==> config.mk <==
export PLATFORM = sky130hd
export DESIGN_NAME = fir_output_formatter
export DESIGN_NICKNAME = d
export VERILOG_FILES = /design/src/rtl/fir_pkg.sv /design/src/rtl/fir_fmt_fifo.sv /design/src/rtl/fir_output_formatter.sv
export SDC_FILE = /design/constraint.sdc
export NUM_CORES = 1
export LEC_CHECK = 0
export CAP_MARGIN = 20
export CORE_MARGIN = 1
export CORE_UTILIZATION = 42
export DETAILED_ROUTE_END_ITERATION = 8
export GPL_ROUTABILITY_DRIVEN = 0
export PLACE_DENSITY = 0.75
export SYNTH_ARGS = -nofsm -noshare
export SYNTH_HDL_FRONTEND = slang
export SYNTH_SLANG_ARGS = --single-unit
==> constraint.sdc <==
create_clock -name clk -period 2.81 [get_ports clk]
set_input_delay 0.562 -clock clk [delete_from_list [all_inputs] [get_ports clk]]
set_output_delay 0.562 -clock clk [all_outputs]
set_load 0.005 [all_outputs]
==> src/rtl/fir_pkg.sv <==
// Shared widths and FIFO state encoding for the FIR output formatter.
package fir_pkg;

  localparam int unsigned FIR_IN_W  = 93;
  localparam int unsigned FIR_OUT_W = 12;

  typedef enum logic [1:0] {
    FIFO_EMPTY   = 2'd0,
    FIFO_PARTIAL = 2'd1,
    FIFO_FULL    = 2'd2
  } fifo_state_t;

endpackage

==> src/rtl/fir_fmt_fifo.sv <==
// Output FIFO with occupancy-derived state, drop-on-full and a sticky overflow flag.
module fir_fmt_fifo
  import fir_pkg::*;
#(
  parameter int unsigned W     = FIR_OUT_W,
  parameter int unsigned DEPTH = 4
) (
  input  logic         clk,
  input  logic         rst,
  input  logic         push_i,
  input  logic [W-1:0] push_data_i,
  input  logic         pop_ready_i,
  input  logic         clr_i,
  output logic [W-1:0] rd_data_o,
  output logic         valid_o,
  output logic         ovf_o
);

  localparam int unsigned PW = $clog2(DEPTH);
  localparam int unsigned CW = $clog2(DEPTH + 1);

  logic [W-1:0]  mem_q [DEPTH];
  logic [PW-1:0] wr_q, rd_q;
  logic [CW-1:0] cnt_q, cnt_d;
  logic          valid_q;
  logic          ovf_q, ovf_d;
  logic          pop_c, wr_en_c;
  fifo_state_t   state_c;

  always_comb begin
    state_c = FIFO_PARTIAL;
    if (cnt_q == '0) begin
      state_c = FIFO_EMPTY;
    end else if (cnt_q == CW'(DEPTH)) begin
      state_c = FIFO_FULL;
    end
  end

  // A pop frees the slot a full-FIFO push needs; an empty FIFO never pops.
  always_comb begin
    pop_c   = (state_c != FIFO_EMPTY) && pop_ready_i;
    wr_en_c = push_i && ((state_c != FIFO_FULL) || pop_c);
    cnt_d   = cnt_q + CW'(wr_en_c) - CW'(pop_c);
    ovf_d   = ovf_q;
    if (push_i && !wr_en_c) begin
      ovf_d = 1'b1;
    end else if (clr_i) begin
      ovf_d = 1'b0;
    end
  end

  always_ff @(posedge clk or posedge rst) begin
    if (rst) begin
      for (int unsigned i = 0; i < DEPTH; i++) begin
        mem_q[i] <= '0;
      end
      wr_q    <= '0;
      rd_q    <= '0;
      cnt_q   <= '0;
      valid_q <= 1'b0;
      ovf_q   <= 1'b0;
    end else begin
      if (wr_en_c) begin
        mem_q[wr_q] <= push_data_i;
        wr_q        <= wr_q + PW'(1);
      end
      if (pop_c) begin
        rd_q <= rd_q + PW'(1);
      end
      cnt_q   <= cnt_d;
      valid_q <= (cnt_d != '0);
      ovf_q   <= ovf_d;
    end
  end

  assign rd_data_o = mem_q[rd_q];
  assign valid_o   = valid_q;
  assign ovf_o     = ovf_q;

endmodule

==> src/rtl/fir_output_formatter.sv <==
// Decimate, round/shift and narrow FIR accumulator samples into an output FIFO.
// Define FIR_FMT_SAT_EN to saturate instead of wrapping when narrowing.
module fir_output_formatter
  import fir_pkg::*;
#(
  parameter int unsigned IN_W  = FIR_IN_W,
  parameter int unsigned OUT_W = FIR_OUT_W,
  parameter int unsigned SHIFT = 8,
  parameter int unsigned DECIM = 1,
  parameter int unsigned DEPTH = 4
) (
  input  logic                    clk,
  input  logic                    rst,
  input  logic signed [IN_W-1:0]  in_data,
  input  logic                    in_valid,
  output logic signed [OUT_W-1:0] out_data,
  output logic                    out_valid,
  input  logic                    out_ready,
  input  logic                    clr_ovf,
  output logic                    ovf_sticky,
  output logic                    sat_flag
);

  localparam int unsigned DCW = 8;
  localparam logic signed [IN_W-1:0] RND = IN_W'(1) << (SHIFT - 1);

  logic [DCW-1:0]         dec_cnt_q, dec_cnt_d;
  logic signed [IN_W-1:0] sum_c, s1_d, s1_q;
  logic                   s1_vld_d, s1_vld_q;
  logic [OUT_W-1:0]       s2_d, s2_q;
  logic                   s2_vld_q;
  logic                   sat_d, sat_q;
  logic [OUT_W-1:0]       fifo_data;

  // Decimation count and stage-1 round-half-up shift
  always_comb begin
    dec_cnt_d = dec_cnt_q;
    s1_vld_d  = 1'b0;
    sum_c     = in_data + RND;
    s1_d      = sum_c >>> SHIFT;
    if (in_valid) begin
      s1_vld_d  = (dec_cnt_q == '0);
      dec_cnt_d = (dec_cnt_q == DCW'(DECIM - 1)) ? '0 : dec_cnt_q + DCW'(1);
    end
  end

`ifdef FIR_FMT_SAT_EN
  localparam logic signed [IN_W-1:0] SAT_MAX = {{(IN_W-OUT_W+1){1'b0}}, {(OUT_W-1){1'b1}}};
  localparam logic signed [IN_W-1:0] SAT_MIN = {{(IN_W-OUT_W+1){1'b1}}, {(OUT_W-1){1'b0}}};

  always_comb begin
    s2_d  = s1_q[OUT_W-1:0];
    sat_d = 1'b0;
    if (s1_q > SAT_MAX) begin
      s2_d  = OUT_W'(SAT_MAX);
      sat_d = s1_vld_q;
    end else if (s1_q < SAT_MIN) begin
      s2_d  = OUT_W'(SAT_MIN);
      sat_d = s1_vld_q;
    end
  end
`else
  logic unused_hi_c;

  // Narrowing wraps, so the bits above OUT_W are intentionally dropped.
  assign unused_hi_c = ^s1_q[IN_W-1:OUT_W];

  always_comb begin
    s2_d  = s1_q[OUT_W-1:0];
    sat_d = 1'b0;
  end
`endif

  always_ff @(posedge clk or posedge rst) begin
    if (rst) begin
      dec_cnt_q <= '0;
      s1_q      <= '0;
      s1_vld_q  <= 1'b0;
      s2_q      <= '0;
      s2_vld_q  <= 1'b0;
      sat_q     <= 1'b0;
    end else begin
      dec_cnt_q <= dec_cnt_d;
      s1_q      <= s1_d;
      s1_vld_q  <= s1_vld_d;
      s2_q      <= s2_d;
      s2_vld_q  <= s1_vld_q;
      sat_q     <= sat_d;
    end
  end

  fir_fmt_fifo #(
    .W     (OUT_W),
    .DEPTH (DEPTH)
  ) u_fifo (
    .clk         (clk),
    .rst         (rst),
    .push_i      (s2_vld_q),
    .push_data_i (s2_q),
    .pop_ready_i (out_ready),
    .clr_i       (clr_ovf),
    .rd_data_o   (fifo_data),
    .valid_o     (out_valid),
    .ovf_o       (ovf_sticky)
  );

  assign out_data = fifo_data;
  assign sat_flag = sat_q;

endmodule

==> results.md, run 1 <==
* Placed Area at 4300 µm²
* Antenna fix cells at 0
* Crit start category: register
* Max VDD drop at 0.297 mV
* Distinct cells, synth at 31
* Drt initial violations at 59
* Initial Util at 43.5%
* First-pass GRT wire length at 10500 µm
* Yosys reg bits at 91
* Vias per inst at 4.96
* Clock Tree Root: clkbuf_8
* Worst reg2reg path depth at 9
* Peak fanout along the critical path at 13
* Design area at 4490 µm²
* Tot GR Track Use at 14.3%
* Rows at 34
* Crit path capture type: output pin
* Min Hold Slack at 0.352 ns
* Capturing point of the worst reg2reg path: u_fifo.valid_o
* Most frequent cells in the layout: dfrtp_1, mux2_2, clkdlybuf4s50_1
* Commonest non-fill, non-tap cell in the layout: dfrtp_1
* RSZ-0062 raised after global routing: no
* # setup viols final at 0
* First-pass DRT Iterations at 4
* Chip height at 97.2 µm
* Sink Count at 91
* Synth-to-layout area growth at 17.8%
* Min-Delay Path Class: register to register
* Seq/Total Area, Yosys at 59.8%
* Fin crit period at 2.56 ns
* Req. time, crit path at 2.25 ns
* Worst skew pair latency at 0.36 ns
* Fin crit share at 91.0%
* Top_reg_cell synth: dfrtp_1
* CTS resizes at 0
* Fmax at 391 MHz
* Hold_sp: s1_q[3]
* Clock transition at the registers of the reported paths at 0.10 ns
* Fin Setup TNS at 0 ns
* Post-synth ARST share at 100%
* FF-to-FF Start: u_fifo.cnt_q[1]
* Initial antenna violation count at 0
* CP top delay family: buffers and inverters
* Buf/Inv on CP at 2
* Clock skew at 0.0155 ns
* Critical path class: register to output pin
* Post-synthesis instance area at 3810 µm²
* Pleak at 0.00191 µW
* Fin nets at 408
* Core area at 8760 µm²
* R2R setup slack at 0.43 ns
* Max-slew violation count at 0
* # placed instances at 397
* Highest-delay cell along the critical path: mux4_2
* DRC Markers at 0
* Post-CTS Repair Setup Buffers at 0
* Vias at 2049
* Syn Nets at 362
* Die area at 9450 µm²
* Hold Fails Final Rpt at 0
* Congestion Overflow GR at 0
* Die X at 97.2 µm
* Per-cell routed wire length at 14.8 µm
* CP max stage delay at 0.55 ns
* CTS tree: done
* Final wirelength at 6110 µm
* Hold buffers post-CTS at 0
* EDFF count, synth at 0
* H-tree Lvls at 3
* DP HPWL at 4160 µm
* Hold EP: s2_q[3]
* Yosys warning count at 0
* Layout cell share with drive strength beyond 1 at 30.2%
* # port buffers at 31
* Final Instance Count excl. Fillers at 413
* Mean post-synth cell area at 15.0 µm²
* Power, Total at 4550 µW
* CP arrival at 2.00 ns
* Post-route ant nets at 0
* Crit path cell chain: buf_4 > mux4_2 > clkdlybuf4s50_1
* Largest net degree at the start of global routing at 51
* Synth Instances at 254
* Outcome: finished clean
* Ports at 113
* CTS max path bufs at 2
* CTS Buf Count at 9
* Worst hold stages at 0
* Vias in the first global route at 2182
* Cell Pwr Density at 1010 nW/µm²
* Max-Cap Viols at 0
## stage by stage
stage               setup slack (ns)  util (%)
global route                   0.145      51.2
global placement              0.0440      49.1
detailed placement            0.0119      49.1
floorplan                      0.531         -
CTS                            0.208      51.2
finish                         0.253      51.2
## worst max-delay path by stage
stage	cells past startpoint	to	startpoint	slack, ns
finish	3	out_data[0]	u_fifo.rd_q[1]	0.25
global route	3	out_data[0]	u_fifo.rd_q[1]	0.14
CTS	3	out_data[0]	u_fifo.rd_q[1]	0.21
detailed placement	10	u_fifo.valid_o	out_ready	0.01
global placement	10	u_fifo.valid_o	out_ready	0.04
floorplan	9	u_fifo.valid_o	u_fifo.cnt_q[1]	0.53
## report_power, final
part           switching [µW]  leakage, µW  internal (µW)
combinational             585     0.000732           1100
sequential                275      0.00110           1780
clock                     457    0.0000787            351
## cell type report
cell class              instances  area [µm²]
fillers                       766        4280
flip-flops and latches         91        2280
multi-input cells             145        1430
repair buffers                 43         413
clock buffers                  10         138
well taps                     108         135
clock inverters                 6        48.8
inverters                      10        41.3
## sequential cells by signal, summed over array words and instances (netlist names)
name	count
u_fifo.cnt_q	3
u_fifo.rd_q	2
s2_q	12
u_fifo.valid_o	1
s1_q	12
dec_cnt_q	8
u_fifo.mem_q	48
u_fifo.wr_q	2
s2_vld_q	1
u_fifo.ovf_o	1
s1_vld_q	1
## synth_stat cells (2+ instances only)
| master | number | area [µm²] |
|---|---|---|
| nor3_1 | 2 | 10.0 |
| dfrtp_1 | 91 | 2280 |
| and4_1 | 2 | 17.5 |
| o21ai_0 | 3 | 15.0 |
| nand4_1 | 6 | 37.5 |
| nand3_1 | 4 | 20.0 |
| clkbuf_1 | 2 | 7.51 |
| xor2_1 | 6 | 52.6 |
| nor2_1 | 6 | 22.5 |
| and2_1 | 2 | 12.5 |
| xnor2_1 | 15 | 131 |
| inv_1 | 10 | 37.5 |
| buf_4 | 2 | 15.0 |
| and3_1 | 3 | 18.8 |
| mux4_2 | 12 | 270 |
| ha_1 | 9 | 113 |
| buf_6 | 3 | 33.8 |
| nand2_1 | 15 | 56.3 |
| mux2_2 | 49 | 552 |
## kinds of logic (layout without fill, tap and decap cells)
| kind of cell | Yosys count | count (layout) | synth area share (%) |
|---|---|---|---|
| flip-flops | 91 | 91 | 59.8 |
| multiplexers | 61 | 61 | 21.6 |
| AND/OR/NAND/NOR | 47 | 47 | 6.83 |
| XOR/XNOR | 21 | 21 | 4.83 |
| buffers and inverters | 18 | 69 | 2.60 |
| adder cells (fa/ha/maj) | 10 | 10 | 3.48 |
| AO/OA/AOI/OAI | 5 | 5 | 0.788 |
| other | 1 | 1 | 0.0985 |
## layer usage
| metal | wire (µm) | vias to the layer above | global-route usage (%) |
|---|---|---|---|
| met5 | 0 | - | 0 |
| met4 | 126 | 0 | 7.13 |
| met3 | 169 | 10 | 2.37 |
| met2 | 2900 | 36 | 22.6 |
| met1 | 2910 | 1021 | 19.3 |
| li1 | - | 982 | - |
Power figures use the tool's default switching activity.
==> inputs of run 2 (changes only) <==
- CAP_MARGIN: 20 -> unset
==> results of run 2 <==
No change in the layout: final DEF, timing and power equal those of run 1.
